--- src/rtl/shared_sram_arbiter.sv ---
// shared_sram_arbiter: owns the shared 64x8 SRAM macro used by the QCPU and
// MC14500 cores and adds a Wishbone slave window for the management SoC.
// The selected core always has priority. A Wishbone access waits while that
// core writes, then takes exactly one macro slot.
// Optional feature macro: SRAM_WB_LOCK_EN. When it is defined, Wishbone writes
// into the SRAM window are dropped while the selected core is running, and the
// lock error flag is set.
module shared_sram_arbiter #(
  parameter logic [31:0] ADDR_BASE = 32'h3000_0400,
  parameter logic [7:0]  STAT_OFS  = 8'h00
) (
  input  logic        wb_clk_i,
  input  logic        rst_n,
  input  logic        wbs_cyc_i,
  input  logic        wbs_stb_i,
  input  logic        wbs_we_i,
  input  logic [31:0] wbs_adr_i,
  input  logic [31:0] wbs_dat_i,
  output logic        wbs_ack_o,
  output logic [31:0] wbs_dat_o,
  input  logic        core_sel,
  input  logic        core_rst_n,
  input  logic [5:0]  qcpu_sram_addr,
  input  logic [7:0]  qcpu_sram_in,
  input  logic        qcpu_sram_gwe,
  input  logic [5:0]  mc_sram_addr,
  input  logic [7:0]  mc_sram_in,
  input  logic        mc_sram_gwe,
  output logic [7:0]  core_sram_out,
  output logic [5:0]  sram_addr,
  output logic [7:0]  sram_din,
  input  logic [7:0]  sram_dout,
  output logic        sram_cen_n,
  output logic        sram_gwen_n
);

  localparam logic [31:0] STAT_ADDR = ADDR_BASE + 32'h0000_0100 + {24'h0, STAT_OFS};

  typedef enum logic [1:0] {IDLE, REQ, DATA} state_e;

  state_e      state_q, state_d;
  logic [7:0]  stall_q, stall_d;
  logic [7:0]  wcnt_q, wcnt_d;
  logic        lock_q, lock_d;
  logic        stat_q, stat_d;
  logic        wr_q, wr_d;
  logic        hold_q, hold_d;
  logic [7:0]  last_q, last_d;
  logic        active_q;

  logic        wb_issue;
  logic        wb_req;
  logic        win_hit;
  logic        stat_hit;
  logic        lock_blk;
  logic [31:0] win_ofs;
  logic [5:0]  core_addr;
  logic [7:0]  core_din;
  logic        core_gwe;
  logic [31:0] status;
  logic        unused_ok;

  assign unused_ok = &{1'b0, wbs_dat_i[31:8], core_rst_n};

  // Select the active core's SRAM nets; the other port is ignored completely
  always_comb begin
    core_addr = core_sel ? mc_sram_addr : qcpu_sram_addr;
    core_din  = core_sel ? mc_sram_in   : qcpu_sram_in;
    core_gwe  = core_sel ? mc_sram_gwe  : qcpu_sram_gwe;
  end

  // Decode the Wishbone address into SRAM-window and status-register hits
  always_comb begin
    wb_req   = wbs_cyc_i && wbs_stb_i;
    win_ofs  = wbs_adr_i - ADDR_BASE;
    win_hit  = wb_req && (win_ofs < 32'h0000_0100);
    stat_hit = wb_req && (wbs_adr_i[31:2] == STAT_ADDR[31:2]);
`ifdef SRAM_WB_LOCK_EN
    lock_blk = wbs_we_i && core_rst_n;
`else
    lock_blk = 1'b0;
`endif
    status   = {14'h0, lock_q, core_sel, wcnt_q, stall_q};
  end

  // Next-state logic for the Wishbone access FSM and its counters
  always_comb begin
    state_d  = state_q;
    stall_d  = stall_q;
    wcnt_d   = wcnt_q;
    lock_d   = lock_q;
    stat_d   = stat_q;
    wr_d     = wr_q;
    wb_issue = 1'b0;
    case (state_q)
      IDLE: begin
        if (stat_hit) begin
          state_d = DATA;
          stat_d  = 1'b1;
          wr_d    = wbs_we_i;
          if (wbs_we_i) begin
            stall_d = 8'h00;
            lock_d  = 1'b0;
          end
        end else if (win_hit) begin
          stat_d = 1'b0;
          wr_d   = wbs_we_i;
          if (lock_blk) begin
            lock_d  = 1'b1;
            state_d = DATA;
          end else begin
            state_d = REQ;
          end
        end
      end
      REQ: begin
        if (!wb_req) begin
          state_d = IDLE;
        end else if (core_gwe) begin
          stall_d = (stall_q == 8'hFF) ? stall_q : stall_q + 8'd1;
        end else begin
          wb_issue = 1'b1;
          if (wbs_we_i) begin
            wcnt_d = wcnt_q + 8'd1;
          end
          state_d = DATA;
        end
      end
      DATA: begin
        state_d = IDLE;
      end
      default: begin
        state_d = IDLE;
      end
    endcase
  end

  // Drive the macro from the selected core unless Wishbone owns this slot
  always_comb begin
    sram_addr   = 6'd0;
    sram_din    = 8'd0;
    sram_cen_n  = 1'b1;
    sram_gwen_n = 1'b1;
    if (active_q) begin
      sram_cen_n = 1'b0;
      if (wb_issue) begin
        sram_addr   = wbs_adr_i[7:2];
        sram_din    = wbs_dat_i[7:0];
        sram_gwen_n = ~wbs_we_i;
      end else begin
        sram_addr   = core_addr;
        sram_din    = core_din;
        sram_gwen_n = ~core_gwe;
      end
    end
  end

  // Wishbone response and core read data, holding the core value over a stolen slot
  always_comb begin
    wbs_ack_o = (state_q == DATA);
    wbs_dat_o = 32'h0;
    if (wbs_ack_o && !wr_q) begin
      wbs_dat_o = stat_q ? status : {24'h0, sram_dout};
    end
    if (!active_q) begin
      core_sram_out = 8'h00;
    end else if (hold_q) begin
      core_sram_out = last_q;
    end else begin
      core_sram_out = sram_dout;
    end
    hold_d = wb_issue;
    last_d = core_sram_out;
  end

  // State and counter registers, cleared asynchronously by rst_n
  always_ff @(posedge wb_clk_i or negedge rst_n) begin
    if (!rst_n) begin
      state_q  <= IDLE;
      stall_q  <= 8'h00;
      wcnt_q   <= 8'h00;
      lock_q   <= 1'b0;
      stat_q   <= 1'b0;
      wr_q     <= 1'b0;
      hold_q   <= 1'b0;
      last_q   <= 8'h00;
      active_q <= 1'b0;
    end else begin
      state_q  <= state_d;
      stall_q  <= stall_d;
      wcnt_q   <= wcnt_d;
      lock_q   <= lock_d;
      stat_q   <= stat_d;
      wr_q     <= wr_d;
      hold_q   <= hold_d;
      last_q   <= last_d;
      active_q <= 1'b1;
    end
  end

endmodule
--- config.mk ---
export PLATFORM = sky130hd
export DESIGN_NAME = shared_sram_arbiter
export DESIGN_NICKNAME = d
export VERILOG_FILES = /design/src/rtl/shared_sram_arbiter.sv
export SDC_FILE = /design/constraint.sdc
export NUM_CORES = 1
export LEC_CHECK = 0
export ABC_AREA = 0
export CAP_MARGIN = 5
export CORE_AREA = 2 2 65 67
export CTS_CLUSTER_DIAMETER = 80
export DETAILED_ROUTE_END_ITERATION = 8
export DIE_AREA = 0 0 67 69
export DONT_BUFFER_PORTS = 1
export GPL_TIMING_DRIVEN = 0
export PLACE_DENSITY_LB_ADDON = 0.05
export SETUP_SLACK_MARGIN = 0.05
export SKIP_LAST_GASP = 1
export SYNTH_ARGS = -nofsm -noshare
export SYNTH_HDL_FRONTEND = slang
export SYNTH_SLANG_ARGS = --single-unit
--- constraint.sdc ---
create_clock -name wb_clk_i -period 2.5 [get_ports wb_clk_i]
set_input_delay 0.5 -clock wb_clk_i [delete_from_list [all_inputs] [get_ports wb_clk_i]]
set_output_delay 0.5 -clock wb_clk_i [all_outputs]
set_load 0.02 [all_outputs]
==> results.py, run 1 <==
metrics = {
    "detailed_routing": {
        "vias_per_cell": 5.90,
        "dr_pass1_iterations": 4,
        "antenna_violating_nets_post_route": 0,
        "drt_first_iter_violations": 136,
        "finalWirelength_um": 5680,
        "via_count": 1982,
        "detail_route.wl_per_cell_um": 16.9,
        "remaining_routing_drc_violations": 0,
    },
    "logic_synthesis": {
        "synth-seq-area-share_pct": 32.9,
        "avgSynthCellArea_um2": 8.76,
        "synthesis.instances": 260,
        "synth-edff-count": 0,
        "async_flop_share_pct": 100,
        "synth-warning-count": 0,
        "total_of_flip_flops_plus_latches_after_synthesis": 30,
        "synth-main-ff-cell": "sky130_fd_sc_hd__dfrtp_1",
        "syn-cell-area_um2": 2280,
        "yosys.cell_types.count": 51,
    },
    "timing": {
        "setup-tns-final_ps": 0,
        "transition_at_the_pin_with_the_smallest_max_transition_slack_ps": 768,
        "fin_skew_ps": 3.64,
        "hold_viol": 0,
        "timing.hold.ws_ps": 45.3,
        "fmax_mhz": 415,
        "rsz0062_at_grt": "yes",
        "final.min_clock_period_ps": 2410,
        "timing.final.max_slew_violations": 0,
        "setup_ws_ps": 92.4,
        "layout_worst_path_cycle_share_pct": 96.3,
        "slew_headroom_pct": 48.8,
        "report.final.setup_viol": 0,
    },
    "global_routing": {
        "antenna_found_initial": 0,
        "overall_track_demand_over_capacity_in_global_routing_pct": 25.3,
        "grt_pass1_vias": 1908,
        "first_pass_grt_wire_length_um": 9060,
        "grt-ovfl-total": 0,
        "pin_count_of_the_biggest_net_entering_global_routing": 31,
    },
    "critical_path": {
        "worst_ep_required_time_ps": 2000,
        "critical_path.endpoint_type": "output port",
        "cp_max_fo": 6,
        "rrSetupSlack_ps": 400,
        "critical_path_class": "reg -> out",
        "start_kind": "register",
        "worstPathArrival_ps": 1910,
    },
    "min_path": {
        "timing.hold.worst.class": "in -> async",
    },
    "cts": {
        "clock_sinks": 30,
        "cts_inserted_buffers": 5,
        "clock_path_buffers": 2,
        "clkTransAtPathRegs_ps": 60,
        "clk_root_buffer_cell": "sky130_fd_sc_hd__clkbuf_8",
        "insertion_delay_of_the_later_clocked_pin_in_the_worst_skew_pair_ps": 270,
        "h-tree-depth": 2,
        "tritoncts_clock_tree": "yes",
    },
    "pwr": {
        "swShare_pct": 26.4,
        "peakVddDrop_v": 0.000315,
        "power.density_nw_per_um2": 382,
        "clock_power_share_pct": 35.0,
        "power_frac_comb_pct": 18.4,
        "sequentialPowerShare_pct": 46.7,
        "final_power_mw": 1.06,
        "p_sw_mw": 0.281,
        "leakage_nw": 1.20,
        "p_int_mw": 0.780,
    },
    "final_layout": {
        "post_route_cells_drive_above_1_share_pct": 22.0,
        "antennaDiodeCount": 0,
        "fin_util_pct": 71.0,
        "finish.cell_count_without_fillers": 336,
        "net_count_of_the_finished_layout": 398,
        "area.growth.synth_to_final_pct": 22.0,
        "postLayoutCellArea_um2": 2780,
    },
    "placement": {
        "buffer_ports.inserted": 0,
        "dp_worst_setup_slack_ps": -227,
        "place.detailed.instances": 324,
        "gpl.final_weighted_congestion": 0.810,
        "placement.cell_area_um2": 2390,
        "dpl_hpwl_um": 4220,
    },
    "status": {
        "outcome": "completed",
    },
    "die": {
        "top_level_ports": 166,
        "design.die.area_um2": 4620,
        "dieWidth_um": 67,
        "die-height_um": 69,
        "core.rowCount": 23,
        "start_util_pct": 58.2,
        "placeableCoreArea_um2": 3910,
    },
    "job": {
        "maxCapViolCount": 0,
    },
}
cell usage after synthesis, drive strengths merged (5+ instances only):
cell type | number | area share [%]
nor2 | 38 | 6.3
mux2i | 31 | 14
dfrtp | 30 | 33
buf | 18 | 5.9
nand2 | 16 | 2.6
a211oi | 14 | 4.6
nor3 | 10 | 2.4
and3 | 9 | 2.5
clkbuf | 9 | 1.5
nor4 | 8 | 2.5
a21oi | 6 | 1.3
nand3 | 6 | 1.3
nand4 | 6 | 1.9
inv | 5 | 0.82
o2bb2ai | 5 | 2.2
critical path, stage by stage, from the launching register on:
cell                        delay, ps
sky130_fd_sc_hd__dfrtp_1          400
sky130_fd_sc_hd__and2b_2          240
sky130_fd_sc_hd__nand3_2           80
sky130_fd_sc_hd__or2_1            250
sky130_fd_sc_hd__buf_6            140
sky130_fd_sc_hd__clkbuf_16        160
sky130_fd_sc_hd__a211oi_4         360
cell type report:
| cell class | count | area [um2] |
|---|---|---|
| clock buffers | 6 | 82.6 |
| repair buffers | 6 | 63.8 |
| inverters | 5 | 18.8 |
| plain buffers | 27 | 220 |
| flip-flops and latches | 30 | 751 |
| well taps | 50 | 62.6 |
| fillers | 316 | 1130 |
| multi-input cells | 212 | 1580 |
registers in the layout (all words and copies together) (netlist names):
name	flops
active_q	1
stat_q	1
stall_q	8
wcnt_q	8
wr_q	1
last_q	8
state_q	2
hold_q	1
power by group through the flow:
stage | clock (mW) | sequential, mW | combinational [mW]
2_1_floorplan | 0 | 0.503 | 0.135
3_3_place_gp | 0 | 0.504 | 0.146
3_5_place_dp | 0 | 0.504 | 0.147
4_1_cts | 0.380 | 0.495 | 0.193
5_1_grt | 0.405 | 0.496 | 0.210
6_report | 0.371 | 0.495 | 0.195
logic make-up (layout without fill, tap and decap cells):
group,after synthesis,after routing,share of synthesized area (%)
flip-flops,30,30,32.9
other,2,16,0.330
AND/OR/NAND/NOR,114,114,26.8
buffers and inverters,32,44,8.18
multiplexers,35,35,15.8
adder cells (fa/ha/maj),2,2,1.10
XOR/XNOR,8,8,3.07
AO/OA/AOI/OAI,37,37,11.8
layout by cell type, fill, tap and decap left out, types with 2 or more instances in the layout:
cell type	n
sky130_fd_sc_hd__mux2i_1	31
sky130_fd_sc_hd__or2_2	3
sky130_fd_sc_hd__nand2b_1	2
sky130_fd_sc_hd__nand3b_1	2
sky130_fd_sc_hd__dfrtp_1	30
sky130_fd_sc_hd__clkbuf_8	7
sky130_fd_sc_hd__buf_6	2
sky130_fd_sc_hd__nor2_1	38
sky130_fd_sc_hd__nand4_1	5
sky130_fd_sc_hd__nor3_1	9
sky130_fd_sc_hd__buf_4	20
sky130_fd_sc_hd__xnor2_1	4
sky130_fd_sc_hd__a21oi_1	6
sky130_fd_sc_hd__clkbuf_16	2
sky130_fd_sc_hd__nand2_1	16
sky130_fd_sc_hd__conb_1	16
sky130_fd_sc_hd__inv_1	5
sky130_fd_sc_hd__nor4_1	7
sky130_fd_sc_hd__mux2_1	2
sky130_fd_sc_hd__nor2b_2	2
sky130_fd_sc_hd__o21ai_0	4
sky130_fd_sc_hd__o2bb2ai_1	4
sky130_fd_sc_hd__and3_1	9
sky130_fd_sc_hd__nor4bb_1	3
sky130_fd_sc_hd__a211oi_4	14
sky130_fd_sc_hd__xor2_1	4
sky130_fd_sc_hd__nand3_1	5
sky130_fd_sc_hd__clkbuf_1	6
sky130_fd_sc_hd__ha_1	2
worst paths after layout:
| check | start | to | cells after the start |
|---|---|---|---|
| worst max-delay path | state_q[1]$_DFFE_PN0P_ | sram_din[4] | 6 |
| max in group asynchronous | rst_n | wcnt_q[4]$_DFFE_PN0P_ | 1 |
| worst max register to register | stall_q[0]$_DFFE_PN0P_ | stall_q[0]$_DFFE_PN0P_ | 6 |
| worst min register to register | wcnt_q[7]$_DFFE_PN0P_ | wcnt_q[7]$_DFFE_PN0P_ | 1 |
| worst min-delay path | rst_n | stall_q[1]$_DFFE_PN0P_ | 1 |
| min in group wb_clk_i | wbs_we_i | wr_q$_DFFE_PN0P_ | 1 |
timing repair:
item,CTS,global route
endpoints found under the setup margin,23,14
hold buffers,1,0
pin swaps,3,8
gates cloned,1,0
setup buffers,2,2
hold endpoints to repair,30,0
gates resized for setup,42,2
layer usage:
metal	vias up	wire length [um]	track usage, %
met5	-	0	0
met4	0	78	7.03
met3	8	444	7.01
met2	91	2970	42.7
met1	938	2190	31.0
li1	945	-	-
(Power assumes the default switching activity.)
==> run 2, diff against run 1 <==
--- a/config.mk
+++ b/config.mk
@@ -6,7 +6,6 @@
 export NUM_CORES = 1
 export LEC_CHECK = 0
 export ABC_AREA = 0
-export CAP_MARGIN = 5
 export CORE_AREA = 2 2 65 67
 export CTS_CLUSTER_DIAMETER = 80
 export DETAILED_ROUTE_END_ITERATION = 8
==> constraint.sdc (replaced) <==
create_clock -name wb_clk_i -period 2.7 [get_ports wb_clk_i]
set_input_delay 0.54 -clock wb_clk_i [delete_from_list [all_inputs] [get_ports wb_clk_i]]
set_output_delay 0.54 -clock wb_clk_i [all_outputs]
set_load 0.02 [all_outputs]
==> run 2 against run 1 <==
  * First-iteration DRC count up 2.9%
  * Non-clock buffer count down 3
  * Largest cell class unchanged
  * Power down 7.6%
  * Critical path depth up 1
  * Sequential power down 7.5%
  * Clock skew up 0.53 ps
==> results.py, run 2 (synthesized netlist as in run 1, its figures left out) <==
metrics = {
    "status": {
        "outcome": "completed",
    },
    "detailed_routing": {
        "remaining_routing_drc_violations": 0,
        "antenna_violating_nets_post_route": 0,
        "via_count": 1965,
        "dr_pass1_iterations": 4,
        "vias_per_cell": 5.90,
        "drt_first_iter_violations": 140,
        "detail_route.wl_per_cell_um": 16.4,
        "finalWirelength_um": 5470,
    },
    "placement": {
        "placement.cell_area_um2": 2390,
        "gpl.final_weighted_congestion": 0.810,
        "place.detailed.instances": 324,
        "dpl_hpwl_um": 4220,
        "buffer_ports.inserted": 0,
    },
    "pwr": {
        "power.density_nw_per_um2": 361,
        "peakVddDrop_v": 0.000268,
        "leakage_nw": 1.17,
    },
    "timing": {
        "hold_viol": 0,
        "fin_skew_ps": 4.17,
        "report.final.setup_viol": 0,
        "fmax_mhz": 393,
        "timing.final.max_slew_violations": 0,
        "layout_worst_path_cycle_share_pct": 94.2,
        "transition_at_the_pin_with_the_smallest_max_transition_slack_ps": 1150,
        "slew_headroom_pct": 23.2,
        "final.min_clock_period_ps": 2540,
        "rsz0062_at_grt": "yes",
    },
    "critical_path": {
        "cp_max_fo": 10,
        "rrSetupSlack_ps": 600,
        "worstPathArrival_ps": 2000,
        "critical_path.endpoint_type": "output port",
        "cp_top_family": "simple AND/OR/NAND/NOR gates",
        "slowest_stage": "sky130_fd_sc_hd__dfrtp_1",
        "critical_path.n_buffers_inverters": 2,
        "worstPathCellList": "and2b_2 > nand3_1 > or2_1 > buf_2 > clkbuf_4 > nor2_1 > a211oi_4",
        "critical_path_class": "reg -> out",
        "peak_per_stage_delay_on_the_critical_path_ps": 430,
        "worst_ep_required_time_ps": 2160,
        "start_kind": "register",
    },
    "die": {
        "top_level_ports": 166,
        "design.die.area_um2": 4620,
        "core.rowCount": 23,
        "die-height_um": 69,
        "placeableCoreArea_um2": 3910,
        "dieWidth_um": 67,
        "start_util_pct": 58.2,
    },
    "final_layout": {
        "antennaDiodeCount": 0,
        "postLayoutCellArea_um2": 2710,
        "area.growth.synth_to_final_pct": 19.0,
        "layout_commonest_cell": "sky130_fd_sc_hd__nor2_1",
        "layout.cells.most_common_list": "sky130_fd_sc_hd__nor2_1 (38), sky130_fd_sc_hd__mux2i_1 (31), sky130_fd_sc_hd__dfrtp_1 (30)",
        "finish.cell_count_without_fillers": 333,
        "regs_by_ff_count": "last_q (8), stall_q (8), wcnt_q (8)",
        "post_route_cells_drive_above_1_share_pct": 20.1,
        "net_count_of_the_finished_layout": 395,
    },
    "cts": {
        "clock_path_buffers": 2,
        "h-tree-depth": 2,
        "tritoncts_clock_tree": "yes",
        "clock_sinks": 30,
        "cts_inserted_buffers": 5,
        "clkTransAtPathRegs_ps": 60,
        "clk_root_buffer_cell": "sky130_fd_sc_hd__clkbuf_8",
        "insertion_delay_of_the_later_clocked_pin_in_the_worst_skew_pair_ps": 270,
    },
    "job": {
        "maxCapViolCount": 0,
    },
    "min_path": {
        "timing.hold.worst.class": "in -> async",
    },
    "global_routing": {
        "overall_track_demand_over_capacity_in_global_routing_pct": 24.2,
        "antenna_found_initial": 0,
        "grt-ovfl-total": 0,
        "first_pass_grt_wire_length_um": 8710,
        "pin_count_of_the_biggest_net_entering_global_routing": 31,
        "grt_pass1_vias": 1838,
    },
}
-- run 2: changes by cell type in the layout (fill, tap and decap cells not counted), sizes merged --
| cell | change |
|---|---|
| buf | -1 |
| clkbuf | -2 |
-- run 2: where the power goes --
group	leakage, nW	internal (mW)	switching [mW]
registers	0.398	0.457	0.00181
logic	0.727	0.0694	0.109
clock network	0.0431	0.196	0.147
-- run 2: final timing paths --
kind                                             start                endpoint  cells past startpoint
min in group wb_clk_i                         wbs_we_i        wr_q$_DFFE_PN0P_                      1
worst max-delay path            state_q[0]$_DFFE_PN0P_            sram_addr[0]                      7
worst min-delay path                             rst_n  stall_q[1]$_DFFE_PN0P_                      1
worst min register to register   wcnt_q[7]$_DFFE_PN0P_   wcnt_q[7]$_DFFE_PN0P_                      1
worst max register to register  stall_q[0]$_DFFE_PN0P_  stall_q[0]$_DFFE_PN0P_                      6
max in group asynchronous                        rst_n     last_q[7]$_DFF_PN0_                      1
-- run 2: what timing repair did --
item                       4_1_cts  5_1_grt
hold endpoints to repair        30        0
setup endpoints to repair       14       23
resized for setup               27       13
setup buffers                    0        2
pin swaps                        1        5
hold buffers                     1        0
-- run 2: cell type report --
| cell class | instances | area (um2) |
|---|---|---|
| Inverter | 5 | 18.8 |
| Multi-Input combinational cell | 212 | 1570 |
| Clock buffer | 6 | 82.6 |
| Buffer | 27 | 189 |
| Sequential cell | 30 | 751 |
| Timing Repair Buffer | 3 | 35.0 |
| Tap cell | 50 | 62.6 |
| Fill cell | 329 | 1200 |
-- run 2: through the flow --
stage | power [mW] | util (%) | setup TNS (ps) | setup slack, ps | hold WS [ps]
after floorplan | 0.591 | - | 0 | 81.2 | 244
after global placement | 0.602 | 61.2 | -1010 | -104 | 245
final | 0.980 | 69.3 | 0 | 157 | 88.9
after detailed placement | 0.603 | 61.2 | -1040 | -107 | 245
after CTS | 0.982 | 67.6 | 0 | 19.9 | 88.2
after global routing | 1.03 | 69.3 | 0 | 37.9 | 91.0
-- run 2: layer usage --
metal  up-vias  wire length, um  GRT usage [%]
met5         -                0              0
met4         0               33           5.44
met3         4              413           6.85
met2        89             2900           41.6
met1       932             2130           29.6
li1        940                -              -
==> run 3, diff against run 2 <==
--- a/config.mk
+++ b/config.mk
@@ -7,6 +7,7 @@
 export LEC_CHECK = 0
 export ABC_AREA = 0
 export CORE_AREA = 2 2 65 67
+export CTS_BUF_LIST = sky130_fd_sc_hd__clkbuf_2
 export CTS_CLUSTER_DIAMETER = 80
 export DETAILED_ROUTE_END_ITERATION = 8
 export DIE_AREA = 0 0 67 69
==> run 3 against run 2 <==
  * Maximum frequency increased by 0.60%
  * Power shrank 15%
  * Highest routed layer unchanged
  * Die area stayed put
  * Critical path depth fell by 1
  * Utilization rose by 0.26 points
==> results.py, run 3 (synthesized netlist as in run 1, its figures left out) <==
metrics = {
    "status": {
        "outcome": "completed",
    },
    "die": {
        "design.die.area_um2": 4620,
        "core.rowCount": 23,
        "dieWidth_um": 67,
        "start_util_pct": 58.2,
        "placeableCoreArea_um2": 3910,
        "die-height_um": 69,
        "top_level_ports": 166,
    },
    "detailed_routing": {
        "met2_length_um": 2920,
        "wl_met1_um": 2190,
        "finalWirelength_um": 5550,
        "dr_pass1_iterations": 4,
        "drt_first_iter_violations": 120,
        "detail_route.wl_per_cell_um": 16.5,
        "met3_length_um": 398,
        "route.top_layer_used": "met4",
        "antenna_violating_nets_post_route": 0,
        "vias_per_cell": 5.86,
        "remaining_routing_drc_violations": 0,
        "via_count": 1974,
    },
    "global_routing": {
        "antenna_found_initial": 0,
        "grt_pass1_vias": 1938,
        "pin_count_of_the_biggest_net_entering_global_routing": 31,
        "first_pass_grt_wire_length_um": 8970,
        "grt-ovfl-total": 0,
        "overall_track_demand_over_capacity_in_global_routing_pct": 25.0,
    },
    "critical_path": {
        "worst_ep_required_time_ps": 2160,
        "cp_max_fo": 7,
        "slowest_stage": "sky130_fd_sc_hd__dfrtp_1",
        "worstPathArrival_ps": 1990,
        "peak_per_stage_delay_on_the_critical_path_ps": 430,
        "start_kind": "register",
        "critical_path.endpoint_type": "output port",
        "worstPathCellList": "and2b_2 > nand3_2 > or2_1 > buf_4 > clkbuf_16 > a211oi_4",
        "critical_path_class": "reg -> out",
    },
    "cts": {
        "clkTransAtPathRegs_ps": 150,
        "clock_sinks": 30,
        "tritoncts_clock_tree": "yes",
        "clock_path_buffers": 2,
        "cts_inserted_buffers": 5,
        "insertion_delay_of_the_later_clocked_pin_in_the_worst_skew_pair_ps": 340,
        "h-tree-depth": 2,
        "clk_root_buffer_cell": "sky130_fd_sc_hd__clkbuf_2",
    },
    "timing": {
        "rsz0062_at_grt": "no",
        "final.min_clock_period_ps": 2530,
        "timing.final.max_slew_violations": 0,
        "report.final.setup_viol": 0,
        "transition_at_the_pin_with_the_smallest_max_transition_slack_ps": 764,
        "hold_viol": 0,
        "slew_headroom_pct": 49.1,
        "layout_worst_path_cycle_share_pct": 93.6,
        "fin_skew_ps": 13.7,
        "setup-tns-final_ps": 0,
        "fmax_mhz": 396,
    },
    "pwr": {
        "leakage_nw": 1.18,
        "power.density_nw_per_um2": 305,
        "peakVddDrop_v": 0.000212,
    },
    "final_layout": {
        "antennaDiodeCount": 0,
        "net_count_of_the_finished_layout": 399,
        "regs_by_ff_count": "last_q (8), stall_q (8), wcnt_q (8)",
        "layout.cells.most_common_list": "sky130_fd_sc_hd__nor2_1 (37), sky130_fd_sc_hd__mux2i_1 (31), sky130_fd_sc_hd__dfrtp_1 (30)",
        "post_route_cells_drive_above_1_share_pct": 22.0,
        "layout_commonest_cell": "sky130_fd_sc_hd__nor2_1",
        "area.growth.synth_to_final_pct": 19.4,
        "finish.cell_count_without_fillers": 337,
    },
    "min_path": {
        "timing.hold.worst.class": "in -> reg",
    },
    "placement": {
        "place.detailed.instances": 324,
        "dpl_hpwl_um": 4220,
        "gpl.final_weighted_congestion": 0.810,
        "buffer_ports.inserted": 0,
    },
    "job": {
        "maxCapViolCount": 0,
    },
}
==> run 3: cell types whose count changed in the layout (fill, tap and decap cells not counted), sizes merged <==
cell	change
dlygate4sd3	+1
buf	+2
clkinv	+1
==> run 3: area by class of cell <==
cell class | count | area, um2
Buffer | 27 | 206
Clock buffer | 5 | 25.0
Clock inverter | 1 | 3.75
Fill cell | 336 | 1190
Inverter | 5 | 18.8
Multi-Input combinational cell | 212 | 1580
Sequential cell | 30 | 751
Tap cell | 50 | 62.6
Timing Repair Buffer | 7 | 71.3
==> run 3: layer usage <==
layer,GRT usage (%),vias up
met5,0,-
met4,6.80,0
met3,6.53,6
met2,43.8,82
met1,29.5,933
li1,-,953
==> run 3: what timing repair did <==
item	4_1_cts	5_1_grt
hold buffers	2	0
endpoints found under the setup margin	23	24
pin swaps	2	11
hold endpoints to repair	30	0
gates cloned	0	1
gates resized for setup	37	10
buffers inserted	3	1
==> run 3: per-stage QoR <==
stage / hold WS [ps] / instance area, um2 / power (mW) / util (%) / setup slack (ps)
2_1_floorplan: 244 / 2330 / 0.591 / - / 81.2
3_3_place_gp: 245 / 2390 / 0.602 / 61.2 / -104
3_5_place_dp: 245 / 2390 / 0.603 / 61.2 / -107
4_1_cts: 302 / 2690 / 0.833 / 68.6 / 75.0
5_1_grt: 293 / 2720 / 0.872 / 69.5 / 75.0
6_report: 320 / 2720 / 0.829 / 69.5 / 172
==> run 3: power by group <==
group | switching (mW) | internal, mW
clock network | 0.137 | 0.0516
logic | 0.111 | 0.0713
registers | 0.00180 | 0.456
==> run 3: worst max-delay path, delay by kind of cell (launching register included) <==
| family | cells | cell delay, ps |
|---|---|---|
| flops | 1 | 430 |
| compound gates | 1 | 340 |
| simple gates | 3 | 550 |
| buf+inv | 2 | 340 |
==> run 3: worst paths after layout <==
path | slack [ps] | depth (start not counted) | from | endpoint
max | 170 | 6 | state_q[1]$_DFFE_PN0P_ | sram_din[4]
min | 320 | 1 | wbs_we_i | wr_q$_DFFE_PN0P_
max reg2reg | 590 | 6 | stall_q[0]$_DFFE_PN0P_ | stall_q[0]$_DFFE_PN0P_
min reg2reg | 480 | 1 | wcnt_q[7]$_DFFE_PN0P_ | wcnt_q[7]$_DFFE_PN0P_
max in group asynchronous | 1900 | 2 | rst_n | wcnt_q[1]$_DFFE_PN0P_
min in group asynchronous | 620 | 2 | rst_n | state_q[0]$_DFFE_PN0P_
